## src/rtl/mfe_window_engine_if.sv

```systemverilog
// Host, image-memory and result-memory signals of the 3x3 window filter engine.
// The master modport is the engine side; the slave modport is the host/memory side.
interface mfe_window_engine_if #(
  parameter int DW = 8,
  parameter int XW = 7,
  parameter int YW = 7
);
  logic                 ready;
  logic [1:0]           mode;
  logic                 busy;
  logic                 done;
  logic [XW+YW-1:0]     iaddr;
  logic [DW-1:0]        idata;
  logic [XW+YW-1:0]     addr;
  logic [DW-1:0]        data_wr;
  logic                 wen;

  modport master (
    input  ready, mode, idata,
    output busy, done, iaddr, addr, data_wr, wen
  );

  modport slave (
    output ready, mode, idata,
    input  busy, done, iaddr, addr, data_wr, wen
  );
endinterface

```

## src/rtl/mfe_window_engine.sv

```systemverilog
// 3x3 median/min/max window filter over a 2**XW x 2**YW image with column reuse.
// Borders are zero-padded; define MFE_BORDER_REPLICATE_EN to clamp to the nearest pixel.
module mfe_window_engine #(
  parameter int DW = 8,
  parameter int XW = 7,
  parameter int YW = 7
) (
  input  logic                clk,
  input  logic                reset,
  mfe_window_engine_if.master bus
);

  localparam int AW = XW + YW;
  localparam logic [XW-1:0] X_LAST = '1;
  localparam logic [YW-1:0] Y_LAST = '1;

  typedef enum logic [2:0] {IDLE, RD_REQ, RD_RES, SHIFT, SORT, WR} state_t;

  state_t        state, state_nxt;
  logic [XW-1:0] x, x_nxt, x_inc, rd_col;
  logic [YW-1:0] y, y_nxt, rd_y;
  logic [1:0]    rd_row, rd_row_nxt, mode_q, mode_nxt;
  logic          rd_tgt_c, rd_tgt_c_nxt, rd_real, load_copy, is_median;
  logic [2:0]    step, step_nxt, last_step;
  logic [DW-1:0] win_l [3], win_c [3], win_r [3];
  logic [DW-1:0] l_nxt [3], c_nxt [3], r_nxt [3];
  logic [DW-1:0] s [9], s_nxt [9];
  logic [DW-1:0] pix_in, op_a, op_b, op_c, t_lo, t_hi, t_m, lo, mid, hi, result;
  logic [3:0]    ia, ib, ic;
  logic          busy_q, busy_nxt, done_q, done_nxt, wen_q, wen_nxt;
  logic [AW-1:0] addr_q, addr_nxt, iaddr_q, iaddr_cur;
  logic [DW-1:0] data_q, data_nxt;

  assign x_inc     = x + XW'(1);
  assign rd_col    = rd_tgt_c ? x : x_inc;
  assign is_median = (mode_q != 2'd1) && (mode_q != 2'd2);
  assign last_step = is_median ? 3'd6 : 3'd5;
  assign pix_in    = rd_real ? bus.idata : '0;
  // Min settles in element 0 after the first column sort; max leaves the sorter on the last column sort.
  assign result    = (mode_q == 2'd1) ? s[0] : (mode_q == 2'd2) ? hi : mid;

  assign bus.busy    = busy_q;
  assign bus.done    = done_q;
  assign bus.wen     = wen_q;
  assign bus.addr    = addr_q;
  assign bus.data_wr = data_q;
  assign bus.iaddr   = iaddr_cur;

  // Row of the current read; rows outside the image either pad with zero or clamp to y.
  always_comb begin
    rd_y    = y;
    rd_real = 1'b1;
    if (rd_row == 2'd0) begin
      if (y == '0) rd_real = 1'b0;
      else         rd_y = y - YW'(1);
    end else if (rd_row == 2'd2) begin
      if (y == Y_LAST) rd_real = 1'b0;
      else             rd_y = y + YW'(1);
    end
`ifdef MFE_BORDER_REPLICATE_EN
    rd_real = 1'b1;
`endif
  end

  // Shared 3-input sorter: rows, then columns, then the anti-diagonal.
  always_comb begin
    case (step)
      3'd0:    {ia, ib, ic} = {4'd0, 4'd1, 4'd2};
      3'd1:    {ia, ib, ic} = {4'd3, 4'd4, 4'd5};
      3'd2:    {ia, ib, ic} = {4'd6, 4'd7, 4'd8};
      3'd3:    {ia, ib, ic} = {4'd0, 4'd3, 4'd6};
      3'd4:    {ia, ib, ic} = {4'd1, 4'd4, 4'd7};
      3'd5:    {ia, ib, ic} = {4'd2, 4'd5, 4'd8};
      3'd6:    {ia, ib, ic} = {4'd2, 4'd4, 4'd6};
      default: {ia, ib, ic} = {4'd0, 4'd1, 4'd2};
    endcase
    op_a = '0;
    op_b = '0;
    op_c = '0;
    for (int k = 0; k < 9; k++) begin
      if (ia == 4'(k)) op_a = s[k];
      if (ib == 4'(k)) op_b = s[k];
      if (ic == 4'(k)) op_c = s[k];
    end
    t_lo = (op_b < op_a) ? op_b : op_a;
    t_hi = (op_b < op_a) ? op_a : op_b;
    lo   = (op_c < t_lo) ? op_c : t_lo;
    t_m  = (op_c < t_lo) ? t_lo : op_c;
    mid  = (t_m < t_hi) ? t_m : t_hi;
    hi   = (t_m < t_hi) ? t_hi : t_m;
  end

  always_ff @(posedge clk or posedge reset) begin
    if (reset) state <= IDLE;
    else       state <= state_nxt;
  end

  always_comb begin
    state_nxt    = state;
    x_nxt        = x;
    y_nxt        = y;
    rd_row_nxt   = rd_row;
    rd_tgt_c_nxt = rd_tgt_c;
    mode_nxt     = mode_q;
    step_nxt     = step;
    l_nxt        = win_l;
    c_nxt        = win_c;
    r_nxt        = win_r;
    s_nxt        = s;
    load_copy    = 1'b0;
    busy_nxt     = busy_q;
    done_nxt     = 1'b0;
    wen_nxt      = 1'b0;
    addr_nxt     = addr_q;
    data_nxt     = data_q;
    iaddr_cur    = iaddr_q;
    case (state)
      IDLE: begin
        if (bus.ready) begin
          mode_nxt     = bus.mode;
          x_nxt        = '0;
          y_nxt        = '0;
          rd_row_nxt   = 2'd0;
          rd_tgt_c_nxt = 1'b1;
          l_nxt        = '{default: '0};
          busy_nxt     = 1'b1;
          state_nxt    = RD_REQ;
        end
      end
      RD_REQ: begin
        if (rd_real) iaddr_cur = {rd_y, rd_col};
        state_nxt = RD_RES;
      end
      RD_RES: begin
        for (int r = 0; r < 3; r++) begin
          if (rd_row == 2'(r)) begin
            if (rd_tgt_c) c_nxt[r] = pix_in;
            else          r_nxt[r] = pix_in;
          end
        end
        if (rd_row != 2'd2) begin
          rd_row_nxt = rd_row + 2'd1;
          state_nxt  = RD_REQ;
        end else begin
          rd_row_nxt = 2'd0;
          if (!rd_tgt_c) begin
            load_copy = 1'b1;
            step_nxt  = 3'd0;
            state_nxt = SORT;
          end else begin
`ifdef MFE_BORDER_REPLICATE_EN
            state_nxt    = SHIFT;
`else
            rd_tgt_c_nxt = 1'b0;
            state_nxt    = RD_REQ;
`endif
          end
        end
      end
      SHIFT: begin
        // Also used at row start in replicate mode to copy column 0 into the left column.
        l_nxt = win_c;
        if (rd_tgt_c) begin
          rd_tgt_c_nxt = 1'b0;
          state_nxt    = RD_REQ;
        end else begin
          c_nxt = win_r;
`ifdef MFE_BORDER_REPLICATE_EN
          r_nxt = win_r;
`else
          r_nxt = '{default: '0};
`endif
          load_copy = 1'b1;
          step_nxt  = 3'd0;
          state_nxt = SORT;
        end
      end
      SORT: begin
        for (int k = 0; k < 9; k++) begin
          if (ia == 4'(k)) s_nxt[k] = lo;
          if (ib == 4'(k)) s_nxt[k] = mid;
          if (ic == 4'(k)) s_nxt[k] = hi;
        end
        step_nxt = step + 3'd1;
        if (step == last_step) begin
          wen_nxt   = 1'b1;
          addr_nxt  = {y, x};
          data_nxt  = result;
          state_nxt = WR;
        end
      end
      WR: begin
        if (x == X_LAST) begin
          if (y == Y_LAST) begin
            busy_nxt  = 1'b0;
            done_nxt  = 1'b1;
            state_nxt = IDLE;
          end else begin
            x_nxt        = '0;
            y_nxt        = y + YW'(1);
            l_nxt        = '{default: '0};
            rd_tgt_c_nxt = 1'b1;
            state_nxt    = RD_REQ;
          end
        end else begin
          x_nxt        = x_inc;
          rd_tgt_c_nxt = 1'b0;
          if (x_inc == X_LAST) begin
            state_nxt = SHIFT;
          end else begin
            l_nxt     = win_c;
            c_nxt     = win_r;
            state_nxt = RD_REQ;
          end
        end
      end
      default: state_nxt = IDLE;
    endcase
    // The sorter works on a snapshot so the window columns survive for reuse.
    if (load_copy) begin
      for (int r = 0; r < 3; r++) begin
        s_nxt[3*r]     = l_nxt[r];
        s_nxt[3*r + 1] = c_nxt[r];
        s_nxt[3*r + 2] = r_nxt[r];
      end
    end
  end

  always_ff @(posedge clk or posedge reset) begin
    if (reset) begin
      x        <= '0;
      y        <= '0;
      rd_row   <= 2'd0;
      rd_tgt_c <= 1'b0;
      mode_q   <= 2'd0;
      step     <= 3'd0;
      win_l    <= '{default: '0};
      win_c    <= '{default: '0};
      win_r    <= '{default: '0};
      s        <= '{default: '0};
      busy_q   <= 1'b0;
      done_q   <= 1'b0;
      wen_q    <= 1'b0;
      addr_q   <= '0;
      data_q   <= '0;
      iaddr_q  <= '0;
    end else begin
      x        <= x_nxt;
      y        <= y_nxt;
      rd_row   <= rd_row_nxt;
      rd_tgt_c <= rd_tgt_c_nxt;
      mode_q   <= mode_nxt;
      step     <= step_nxt;
      win_l    <= l_nxt;
      win_c    <= c_nxt;
      win_r    <= r_nxt;
      s        <= s_nxt;
      busy_q   <= busy_nxt;
      done_q   <= done_nxt;
      wen_q    <= wen_nxt;
      addr_q   <= addr_nxt;
      data_q   <= data_nxt;
      iaddr_q  <= iaddr_cur;
    end
  end

endmodule

```

## src/flat_wrapper.sv

```systemverilog
// flat-port wrapper written by rule: the top's interface ports become plain ports
module mfe_window_engine_flat 
#(
  parameter int DW = 8,
  parameter int XW = 7,
  parameter int YW = 7
)
  (clk, reset, bus_ready, bus_mode, bus_idata, bus_busy, bus_done, bus_iaddr, bus_addr, bus_data_wr, bus_wen);
  mfe_window_engine_if #(.DW(DW), .XW(XW), .YW(YW)) bus_i ();
  input  logic clk;
  input  logic reset;
  input wire logic [$bits(bus_i.ready)-1:0] bus_ready;
  input wire logic [$bits(bus_i.mode)-1:0] bus_mode;
  input wire logic [$bits(bus_i.idata)-1:0] bus_idata;
  output wire logic [$bits(bus_i.busy)-1:0] bus_busy;
  output wire logic [$bits(bus_i.done)-1:0] bus_done;
  output wire logic [$bits(bus_i.iaddr)-1:0] bus_iaddr;
  output wire logic [$bits(bus_i.addr)-1:0] bus_addr;
  output wire logic [$bits(bus_i.data_wr)-1:0] bus_data_wr;
  output wire logic [$bits(bus_i.wen)-1:0] bus_wen;
  assign bus_i.ready = bus_ready;
  assign bus_i.mode = bus_mode;
  assign bus_i.idata = bus_idata;
  assign bus_busy = bus_i.busy;
  assign bus_done = bus_i.done;
  assign bus_iaddr = bus_i.iaddr;
  assign bus_addr = bus_i.addr;
  assign bus_data_wr = bus_i.data_wr;
  assign bus_wen = bus_i.wen;
  mfe_window_engine #(.DW(DW), .XW(XW), .YW(YW)) u_core (.clk(clk), .reset(reset), .bus(bus_i));
endmodule
```

## config.mk

```make
export PLATFORM = sky130hd
export DESIGN_NAME = mfe_window_engine_flat
export DESIGN_NICKNAME = d
export VERILOG_FILES = /design/src/rtl/mfe_window_engine_if.sv /design/src/rtl/mfe_window_engine.sv /design/src/flat_wrapper.sv
export SDC_FILE = /design/constraint.sdc
export NUM_CORES = 1
export LEC_CHECK = 0
export ABC_CLOCK_PERIOD_IN_PS = 8100
export CORE_MARGIN = 1
export CORE_UTILIZATION = 40
export CTS_BUF_LIST = sky130_fd_sc_hd__clkbuf_16
export DETAILED_ROUTE_END_ITERATION = 16
export PLACE_DENSITY_LB_ADDON = 0.1
export SYNTH_ARGS = -nofsm -noshare
export SYNTH_HDL_FRONTEND = slang
export SYNTH_SLANG_ARGS = --single-unit
```

## constraint.sdc

```tcl
create_clock -name clk -period 8.1 [get_ports clk]
set_clock_uncertainty 0.05 [all_clocks]
set_input_delay 2.43 -clock clk [delete_from_list [all_inputs] [get_ports clk]]
set_output_delay 2.43 -clock clk [all_outputs]
set_load 0.02 [all_outputs]
```

* Yosys cells after proc, flatten, opt, wreduce, memory -nomap -nowiden
Cells that the tools add are included. W data, S select, Z words.
Word-level totals: bits in registers 208, logic and storage cells 273
Cells by class: $add $sub $neg 5, magnitude comparators 3, equal/unequal tests 52, muxes and demuxes 139, reductions and logical operators 43
Operators by type and width (number):
- $mux W8 | 75
- $mux W24 | 8
- $mux W72 | 2
- $pmux W24 S3 | 2
- $mux W7 | 9
- $pmux W24 S2 | 1
- $reduce_bool A4 Y1 | 10
- $eq A3 B3 Y1 const B | 13
- $mux W14 | 2
- $pmux W7 S2 | 2
- $reduce_and A2 Y1 | 14
- $eq A3 B2 Y1 const B | 8
- $lt A8 B8 Y1 | 3
- $pmux W3 S4 | 2
- $eq A7 B7 Y1 const B | 3
- $mux W3 | 7
- $mux W1 | 18
- $pmux W3 S6 | 1
- $eq A4 B3 Y1 const B | 4
- $pmux W4 S4 | 1
- $add A7 B1 Y7 const B | 2
- $eq A3 B1 Y1 const B | 4
- $logic_not A4 Y1 | 3
- $pmux W3 S3 | 1
- 27 further kinds | 47

* Depth between registers and ports, before layout
depth in word-level cells 23, gate-level depth with buffers 43, mapped depth without buffers 36

* Worst setup path before layout
Ideal clock, no wire load.
path type register -> register, start reg u_core.step[2], end reg u_core.s[27] (netlist name), library setup time 0.134 ns, arrival 8.208 ns, slack -0.292 ns, cell stages (with the launch flop) 41, buffers on the path 8, period minus slack after synthesis 8.392 ns, cells stage by stage dfrtp_1 buf_4 buf_4 clkbuf_1 inv_1 ha_1 buf_2 clkbuf_1 nor2_1 mux2i_1 o21ai_0 a221oi_1 inv_1 ha_1 and4_1 o211ai_1 o21ai_1 buf_2 [... 5 more ...] a21oi_1 o21ai_0 nor2_1 buf_6 mux2i_1 inv_1 ha_1 o21a_1 nor2_1 o21ai_0 nand2_1 a311oi_1 o21ai_1 o21ai_4 buf_6 mux2_4 a222oi_1 o21ai_1
Between the ends: cells in the longest elaborated chain, start to end 23
Ends and longest elaborated chain:
- start, declared | line mfe_window_engine.sv:24 | logic [2:0] step, step_nxt, last_step;
- start signal, assigned | line mfe_window_engine.sv:253 | step <= step_nxt;
- $eq A3 B1 Y1 / $eq A3 B3 Y1 (equally long branches) | line mfe_window_engine.sv:67 | case (step)
- $reduce_or A3 Y1 (no source line) / $reduce_or A2 Y1 (equally long branches)
- $pmux W3 S4 | line mfe_window_engine.sv:67
- $logic_not A4 Y1 (on tied branches) | line mfe_window_engine.sv:82, mfe_window_engine.sv:81
- $mux W8 (on tied branches) (9 in series) | line mfe_window_engine.sv:82, mfe_window_engine.sv:81
- $lt A8 B8 Y1 | line mfe_window_engine.sv:85, mfe_window_engine.sv:86
- $mux W8 | line mfe_window_engine.sv:85 | t_lo = (op_b < op_a) ? op_b : op_a;
- $lt A8 B8 Y1 | line mfe_window_engine.sv:87, mfe_window_engine.sv:88
- $mux W8 | line mfe_window_engine.sv:88 | t_m = (op_c < t_lo) ? t_lo : op_c;
- $lt A8 B8 Y1 | line mfe_window_engine.sv:89, mfe_window_engine.sv:90
- $mux W8 | line mfe_window_engine.sv:89 | mid = (t_m < t_hi) ? t_m : t_hi;
- $mux W8 | line mfe_window_engine.sv:181 | if (ib == 4'(k)) s_nxt[k] = mid;
- $mux W8 | line mfe_window_engine.sv:182 | if (ic == 4'(k)) s_nxt[k] = hi;
- $mux W72 | line mfe_window_engine.sv:117 | case (state)
- $mux W72 | line mfe_window_engine.sv:220 | if (load_copy) begin
- end signal, assigned | line mfe_window_engine.sv:257 | s <= s_nxt;
- end, declared | line mfe_window_engine.sv:27 | logic [DW-1:0] s [9], s_nxt [9];
Parallel ways exist; a longest one is shown, timed or not. The select of a mux whose other input is x is not followed. A chain may end at the register's enable or synchronous reset.

* Worst setup path in the final report
start reg u_core.step[0], end reg u_core.s[30] (netlist name)
The elaborated chain is that of the path after synthesis.

==> summary.md <==
| Metric | Value |
|---|---|
| Die Y | 181.5 µm |
| Vias in the first global route | 11780 |
| RSZ-0062 raised after global routing | no |
| DRT antenna net count | 0 |
| Largest stage delay on the critical path | 0.45 ns |
| WHS | 0.4215 ns |
| HP Class | reg2reg |
| Clk pin slew, worst setup/hold paths | 0.06 ns |
| Asr flop ratio synth | 100.0% |
| GP Congestion | 0.9760 |
| Final Hold Fails | 0 |
| Fin crit share | 94.55% |
| Global-route wire length before repair | 78580 µm |
| Reg2Reg Setup Slack | 0.44 ns |
| Worst Setup Start Kind | register |
| DP HPWL | 39350 µm |
| Slew headroom | 19.10% |
| Placed Area | 14120 µm² |
| Initial antenna violation count | 1 |
| Total congestion overflow | 0 |
| Arrival time worst endpoint | 8.00 ns |
| Share of layout cells above drive strength 1 | 12.87% |
| Detailed Routing Iterations Pass 1 | 6 |
| I/O Buffers | 51 |
| Gr busiest metal | met2 |
| Commonest cells after routing, fill and taps aside | 207 x dfrtp_1, 177 x nand2_1, 144 x nor2_1 |
| Die area | 32950 µm² |
| Yosys cell types | 82 |
| CTS Buf Count | 26 |
| CTS Hold Buffers Added | 0 |
| Most common library cell in the layout ignoring fill and taps | dfrtp_1 |
| Max-cap violations | 0 |
| Fmax | 130.6 MHz |
| Status | completed |
| Chip Width | 181.5 µm |
| Met1 Use GR | 44.25% |
| Clk Latency, worst-skew pair | 0.54 ns |
| Worst Tran Pin Value | 1.204 ns |
| Nets@finish | 1572 |
| Fin Setup TNS | 0 ns |
| Most used DFF post-synth | dfrtp_1 |
| DR vias | 12360 |
| 1st-iter DRT viols | 1320 |
| GRT Total Usage | 32.00% |
| Design Area, Final | 15150 µm² |
| Required time of the critical path | 8.44 ns |
| Register area | 5206 µm² |
| Post-Syn Instances | 1463 |
| H-tree Lvls | 1 |
| Ys Warns | 0 |
| Layout area overhead | 17.54% |
| Max-slew violations | 0 |
| Minimum clock period | 7.659 ns |
| Crit Path Max Fanout | 29 |
| Diodes inserted | 0 |
| Clock root cell | clkbuf_16 |
| Final WL | 52590 µm |
| Initial Util | 40.75% |
| Cell area after synthesis | 12890 µm² |
| # IOs | 52 |
| Routed length per instance | 27.00 µm |
| CORE AREA | 31640 µm² |
| Syn Area/Cell | 8.811 µm² |
| Number of enable flip-flop cells after synthesis | 0 |
| Placement Rows | 65 |
| Net Count, Synth | 1508 |
| Setup violators final | 0 |
| Vias/cell | 6.347 |
| Critical path's slowest cell | dfrtp_2 |
| CTS tree | done |
| Crit Path Class | reg2reg |
| Met2 Track Usage GR | 48.68% |
| Placed Cells | 1892 |
| Maximum buffer depth of the clock tree | 3 |
| Critical path capture point type | register |
| Layout filler cell count | 3079 |
| Largest net degree at the start of global routing | 171 |
| Crit-path most repeated cell | ha_1 |
| # DRC | 0 |
| Multi-input gate area | 7296 µm² |
| Clock sink total | 208 |
| Final std cells w/o fill | 1948 |
| Global Route met3 Usage | 5.576% |
| Flip-flop and latch count after synthesis | 208 |
| Register area share after synthesis | 40.38% |
-- worst paths after layout --
| check | depth (start not counted) | startpoint | to |
|---|---|---|---|
| worst min register to register | 2 | u_core.bus.addr[1] | u_core.bus.addr[1] |
| worst min-delay path | 2 | u_core.bus.addr[1] | u_core.bus.addr[1] |
| max in group asynchronous | 3 | reset | u_core.bus.data_wr[3] |
| worst max-delay path | 34 | u_core.step[0] | u_core.s[30] |
| min in group asynchronous | 2 | reset | u_core.win_l[3] |
| worst max register to register | 34 | u_core.step[0] | u_core.s[30] |
-- timing repair --
item	4_1_cts	5_1_grt
gates cloned	0	1
hold endpoints to repair	0	0
buffers inserted	4	4
resized for setup	2	30
endpoints found under the setup margin	19	72
pin swaps	1	5
-- worst max-delay path: cells and delay by family, from the launching register on --
| kind | cells | cell delay, ns |
|---|---|---|
| and+or+nand+nor | 4 | 0.96 |
| adders and majority gates | 5 | 1.32 |
| AOI/OAI and AO/OA | 17 | 3.32 |
| buffers and inverters | 6 | 0.87 |
| DFF | 1 | 0.45 |
| muxes | 2 | 0.52 |
-- per-stage QoR --
step	utilization (%)	setup WS [ns]
final	47.89	0.4411
after detailed placement	44.64	-0.1517
after floorplan	-	0.05887
after CTS	47.32	0.1006
after global placement	44.64	0.04799
after global routing	47.89	0.03986
-- per-layer routing --
| metal | part of all wire, % | vias up |
|---|---|---|
| met5 | 0 | - |
| met4 | 5.5 | 0 |
| met3 | 8.2 | 147 |
| met2 | 43 | 602 |
| met1 | 43 | 6006 |
| li1 | - | 5609 |
-- cell type report --
class | count | share of cell area, %
flip-flops and latches | 208 | 34.36
clock buffers | 27 | 4.459
multi-input cells | 1118 | 48.15
repair buffers | 130 | 7.729
well taps | 402 | 3.320
inverters | 43 | 1.090
clock inverters | 20 | 0.8918
-- cell usage after synthesis (7+ instances only) --
master	n	area share, %
dfrtp_1	208	40
nand2_1	177	5.2
nor2_1	147	4.3
o21ai_0	119	4.6
a21oi_1	94	3.6
clkbuf_1	67	2.0
mux2i_1	43	3.3
inv_1	42	1.2
a22oi_1	41	2.4
o21ai_1	38	1.5
nor3_1	37	1.4
a221o_1	36	2.8
nand3_1	35	1.4
ha_1	32	3.1
a22o_1	30	2.0
o22ai_1	30	1.5
mux2_2	24	2.1
and3_1	15	0.73
buf_2	15	0.58
a222oi_1	14	1.1
nor2b_1	14	0.68
a221oi_1	13	0.88
a211oi_1	12	0.70
and2_1	12	0.58
o221ai_1	12	0.82
a31oi_1	9	0.44
o211ai_1	9	0.52
o21a_1	8	0.47
a21o_1	7	0.41
buf_1	7	0.20
mux4_2	7	1.2
nand2b_1	7	0.34
o31ai_1	7	0.41
xnor2_1	7	0.48
-- cell families (layout without fill, tap and decap cells) --
logic type	Yosys count	after routing	synth area share (%)
buf+inv	137	220	4.338
flops	208	208	40.38
simple gates	479	479	16.63
mux	85	85	7.998
xor+xnor	8	8	0.5436
compound gates	514	514	27.01
fa+ha+maj	32	32	3.106
-- registers in the layout, indices dropped and copies added (netlist names), 2 cells and up --
signal and flops:
u_core.bus.addr 14, u_core.bus.data_wr 8, u_core.iaddr_q 14, u_core.mode_q 2, u_core.rd_row 2, u_core.s 72, u_core.state 3, u_core.step 3
u_core.win_c 24, u_core.win_l 24, u_core.win_r 24, u_core.x 7, u_core.y 7
Power is left out: the tool's default activity adds up to more than one toggle a clock period on the data nets, which glitch-free logic cannot reach.
==> variant 1, RTL diff (same settings) <==
The 6 states of `state_t` get a one-hot encoding in 6 bits.
--- a/src/rtl/mfe_window_engine.sv
+++ b/src/rtl/mfe_window_engine.sv
@@ -15,5 +15,5 @@
   localparam logic [YW-1:0] Y_LAST = '1;
 
-  typedef enum logic [2:0] {IDLE, RD_REQ, RD_RES, SHIFT, SORT, WR} state_t;
+  typedef enum logic [5:0] {IDLE = 6'b000001, RD_REQ = 6'b000010, RD_RES = 6'b000100, SHIFT = 6'b001000, SORT = 6'b010000, WR = 6'b100000} state_t;
 
   state_t        state, state_nxt;
Behaviour: same outputs for any inputs over 10 cycles, from zero or initial values and one cycle with reset high; not proved beyond that.
==> variant 1 against the unedited design <==
Sequential cell count up 3; first-iteration DRC count is 5.6% lower; global-route usage fell by 1.6 points; critical path depth grew 1; area after synthesis is 0.13% lower; wire length shrank 2.5%; setup slack worse by 0.12 ns; non-clock buffer count grew 20; core utilization increased by 0.83 points; worst hold slack gained 0.0064 ns; design area increased by 1.7%; largest cell class unchanged.
Power is left out: it rests on default switching activity, and per cell area and clock period it moved more than threefold.
==> variant 1: results (changes against the unedited design) <==
----------------------------------------------------
[Drt]
  Number of DRC violations after detailed-routing iteration 0 ... 1246 (-5.6%)
  Number of search-and-repair iterations in the first detailed-routing pass ... 8 (+2)
  Total via count in the routed design ... 12342 (-0.18%)

[Synth]
  Library cells used by synthesis ... 96 (+17%)
  Most instantiated cells after synthesis ... sky130_fd_sc_hd__dfrtp_1, sky130_fd_sc_hd__nand2_1, sky130_fd_sc_hd__nor2_1, sky130_fd_sc_hd__o21ai_0, sky130_fd_sc_hd__a21oi_1
  Mux cell area share after synthesis ... 7.60% (-0.40 points)
  Post-synthesis xor/xnor area fraction ... 1.03% (+0.49 points)
  Register bit total from synthesis ... 211 (+1.4%)
  Cells after synthesis ... 1431 (-2.2%)
  Post-Syn Nets ... 1476 (-2.1%)

[GRT]
  Wire length of the first global-routing pass ... 74900 um (-4.7%)
  Number of global-route vias before repair ... 11448 (-2.8%)
  Largest net degree at the start of global routing ... 172 (+0.58%)

[Hold path]
  Worst Hold Launch ... u_core.bus.addr[4]
  Endpoint with the worst hold slack ... u_core.bus.addr[4]

[Cells and area]
  Number of multi-input combinational cells in the layout ... 1086 (-2.9%)
  Fraction of area in clock buffers and inverters ... 5.31% (-0.042 points)
  Non-Filler Instances ... 1941 (-0.36%)
  FILL cells ... 3047 (-1.0%)
  Number of logic inverters in the finished layout ... 47 (+9.3%)
  Register area ... 5280 um^2 (+1.5%)
  Non-CTS buffers ... 150 (+15%)
  Layout non-clock buf frac ... 8.83% (+1.1 points)
  Clock buffer instance count of the final layout ... 25 (-7.4%)
  Post-layout net count ... 1566 (-0.38%)

[Clock network]
  Number of buffers added for setup after CTS ... 3 (-1)

[Timing]
  Transition time of the tightest slew-check pin ... 1.17 ns (-0.0334 ns)
  Worst Hold Slack ... 0.428 ns (+0.00642 ns)

[Worst setup path]
  Worst setup slack for register-to-register paths ... 0.32 ns (-0.12 ns)
  Biggest fanout along the worst timing path ... 16 (-45%)
  Cell type of the slowest stage on the worst timing path ... sky130_fd_sc_hd__o21ai_0
  Delay of the slowest critical-path stage ... 0.50 ns (+0.05 ns)

[Outcome]
  Outcome ... finished clean

[Placed design]
  Detailed placement HPWL ... 37400 um (-4.9%)
  RePlAce Congestion ... 0.989 (+1.3%)

----------------------------------------------------
-- variant 1: cell types whose count changed after synthesis, moves of 8 or more --
| cell | change |
|---|---|
| sky130_fd_sc_hd__buf_2 | -8 |
| sky130_fd_sc_hd__nor2_1 | -30 |
| sky130_fd_sc_hd__a32o_1 | +8 |
| sky130_fd_sc_hd__o21ai_1 | -15 |
| sky130_fd_sc_hd__nor3_1 | -15 |
| sky130_fd_sc_hd__nand2_1 | +28 |
| sky130_fd_sc_hd__a222oi_1 | -11 |
| sky130_fd_sc_hd__a21oi_1 | -21 |
| sky130_fd_sc_hd__a221oi_1 | -9 |
-- variant 1: stage by stage --
stage / util, % / worst slack, ns
floorplan: - / -0.102
global placement: 44.8 / 0.157
detailed placement: 44.8 / -0.0911
CTS: 47.5 / 0.0846
global route: 48.7 / -0.0798
finish: 48.7 / 0.321
-- variant 1: per-layer routing --
layer,global-route usage [%],share of wire (%)
met5,0,0
met4,10.7,3.2
met3,5.76,8.7
met2,43.9,42
met1,45.2,46
==> variant 2, RTL diff (same flow settings) <==
Without the edit above. `XW` is set to 7 in 3 places; all go to 14.
--- a/src/rtl/mfe_window_engine_if.sv
+++ b/src/rtl/mfe_window_engine_if.sv
@@ -3,5 +3,5 @@
 interface mfe_window_engine_if #(
   parameter int DW = 8,
-  parameter int XW = 7,
+  parameter int XW = 14,
   parameter int YW = 7
 );
--- a/src/rtl/mfe_window_engine.sv
+++ b/src/rtl/mfe_window_engine.sv
@@ -3,5 +3,5 @@
 module mfe_window_engine #(
   parameter int DW = 8,
-  parameter int XW = 7,
+  parameter int XW = 14,
   parameter int YW = 7
 ) (
--- a/src/flat_wrapper.sv
+++ b/src/flat_wrapper.sv
@@ -3,5 +3,5 @@
 #(
   parameter int DW = 8,
-  parameter int XW = 7,
+  parameter int XW = 14,
   parameter int YW = 7
 )
Interface: changed (resized bus_addr and bus_iaddr); port bits go from 52 to 66. The function was not compared with the original's and may differ.
==> variant 2 against the unedited design <==
Via count increased by 13%; wire length increased by 10%; fmax decreased by 0.73%; first-iteration DRC count increased by 7.3%; setup slack got worse by 0.057 ns; design area increased by 12%; critical endpoint is now u_core.s[31]; area after synthesis increased by 10%; final cell count increased by 14%; sequential cell count increased by 21; sequential share of layout area decreased by 0.62 points.
Power is left out: the tool's default activity adds up to more than one toggle a clock period on the data nets, which glitch-free logic cannot reach.
==> variant 2: results (changes against the unedited design) <==
----------------------------------------------------
[Placed design]
  RePlAce Congestion ... 1.03 (+5.8%)
  Detailed placement HPWL ... 42400 um (+7.7%)
  Number of cells after detailed placement ... 2173 (+15%)
  Quantity of I/O buffers inserted on ports ... 65 (+27%)
  DP Area ... 15900 um^2 (+13%)

[Synth]
  Most instantiated cells after synthesis ... sky130_fd_sc_hd__dfrtp_1, sky130_fd_sc_hd__nand2_1, sky130_fd_sc_hd__o21ai_0, sky130_fd_sc_hd__nor2_1, sky130_fd_sc_hd__a21oi_1
  Cells after synthesis ... 1657 (+13%)
  Biggest area contributors in the synthesized netlist ... sky130_fd_sc_hd__dfrtp_1, sky130_fd_sc_hd__o21ai_0, sky130_fd_sc_hd__nand2_1, sky130_fd_sc_hd__mux2i_1, sky130_fd_sc_hd__a21oi_1
  Async set-or-reset flop fraction in the synthesized netlist ... 100% (unchanged)
  Library cells used by synthesis ... 79 (-3.7%)
  Share of the yosys chip area belonging to registers ... 40.3% (-0.053 points)

[Worst setup path]
  Delay of the slowest critical-path stage ... 0.41 ns (-0.04 ns)
  Cell type of the slowest stage on the worst timing path ... sky130_fd_sc_hd__dfrtp_1
  Biggest fanout along the worst timing path ... 19 (-34%)
  Data arrival at the endpoint of the critical path ... 8.16 ns (+0.16 ns)
  Top Family by Delay on Critical Path ... compound AO/OA/AOI/OAI gates
  Worst reg2reg path endpoint ... u_core.s[31]
  Worst setup slack for register-to-register paths ... 0.38 ns (-0.06 ns)

[Clock network]
  Clock transition at the register clock pins on the worst setup and hold paths after CTS ... 0.06 ns (about the same)
  Number of buffers inserted during clock tree synthesis ... 28 (+7.7%)
  Maximum number of buffers from clock root to sink ... 3 (unchanged)
  Clock insertion delay at the later pin of the skew report ... 0.56 ns (+0.02 ns)

[Hold path]
  Endpoint with the worst hold slack ... u_core.bus.addr[4]
  Worst Hold Launch ... u_core.bus.addr[4]
  Worst hold stages ... 2 (unchanged)
  Worst hold-check path type ... reg -> reg

[GRT]
  Largest net degree at the start of global routing ... 126 (-26%)
  Total global routing track utilization ... 32.1% (+0.082 points)
  Wire length of the first global-routing pass ... 86800 um (+10%)
  Number of global-route vias before repair ... 13307 (+13%)

[Cells and area]
  Flip-flop count of the largest register, all copies and words added ... 72 (unchanged)
  Non-Filler Instances ... 2228 (+14%)
  Fraction of layout cells with a size suffix above 1 ... 13.2% (+0.33 points)
  FILL cells ... 3378 (+9.7%)
  Ant. Diodes ... 0 (unchanged)
  Post-layout net count ... 1796 (+14%)

[Outcome]
  Outcome ... finished clean

[Timing]
  Transition time of the tightest slew-check pin ... 1.04 ns (-0.164 ns)

[Drt]
  Detail-routed via count per cell ... 6.28 (-1.1%)
  Routed length per placed instance ... 26.0 um (-3.7%)
  Number of DRC violations after detailed-routing iteration 0 ... 1417 (+7.3%)
  Number of search-and-repair iterations in the first detailed-routing pass ... 9 (+3)

----------------------------------------------------
-- variant 2: through the flow --
step | hold slack (ns) | setup WS [ns]
final | 0.421 | 0.384
after detailed placement | 0.415 | -0.0364
after floorplan | 0.412 | 0.0763
after CTS | 0.429 | 0.00811
after global placement | 0.412 | -0.0425
after global routing | 0.445 | -0.0237
-- variant 2: metal layers --
metal	vias to the layer above	global-route usage [%]	share of wire, %	wire length (um)
li1	6322	-	-	-
met5	-	0	0.022	13
met2	697	50.0	45	25800
met1	6823	43.7	43	24700
met4	2	13.9	4.8	2800
met3	141	5.41	7.8	4530
-- variant 2: timing repair --
| item | in CTS | in global routing |
|---|---|---|
| resized for setup | 2 | 30 |
| pin swaps | 0 | 9 |
| setup endpoints to repair | 10 | 72 |
| buffers inserted | 0 | 4 |
-- variant 2: cell type report --
| class | instances | area, um^2 | area share (%) |
|---|---|---|---|
| clock inverter | 22 | 168 | 0.987 |
| timing repair buffer | 186 | 1630 | 9.57 |
| sequential | 229 | 5730 | 33.7 |
| inverter | 55 | 210 | 1.24 |
| tap | 455 | 569 | 3.35 |
| clock buffer | 29 | 726 | 4.27 |
| multi-input combinational | 1252 | 7960 | 46.8 |
-- variant 2: worst register-to-register path: cells and delay by family (launching register included) --
kind            cells  cell delay [ns]
fa+ha+maj           4             1.24
flops               1             0.41
compound gates     16             3.50
buf+inv             5             0.67
simple gates        7             1.06
mux                 2             0.72
-- variant 2: how the worst max path moves through the flow --
stage,startpoint,end,slack (ns),cells past startpoint
4_1_cts,u_core.step[1],u_core.s[31],0.008,35
3_5_place_dp,u_core.step[1],u_core.s[31],-0.04,37
5_1_grt,u_core.step[0],u_core.bus.data_wr[7],-0.02,42
6_report,u_core.step[0],u_core.s[31],0.38,34
3_3_place_gp,u_core.step[0],u_core.s[31],-0.04,37
2_1_floorplan,u_core.step[1],u_core.s[12],0.08,42
-- variant 2: cells by family (layout without fill, tap and decap cells) --
| kind of cell | count (synthesis) | after routing | synth area share, % |
|---|---|---|---|
| adders and majority gates | 31 | 31 | 2.73 |
| DFF | 229 | 229 | 40.3 |
| buffers and inverters | 176 | 292 | 4.97 |
| and+or+nand+nor | 506 | 506 | 16.1 |
| xor gates and xnor gates | 24 | 24 | 1.53 |
| AOI/OAI and AO/OA | 616 | 616 | 28.9 |
| muxes | 75 | 75 | 5.43 |
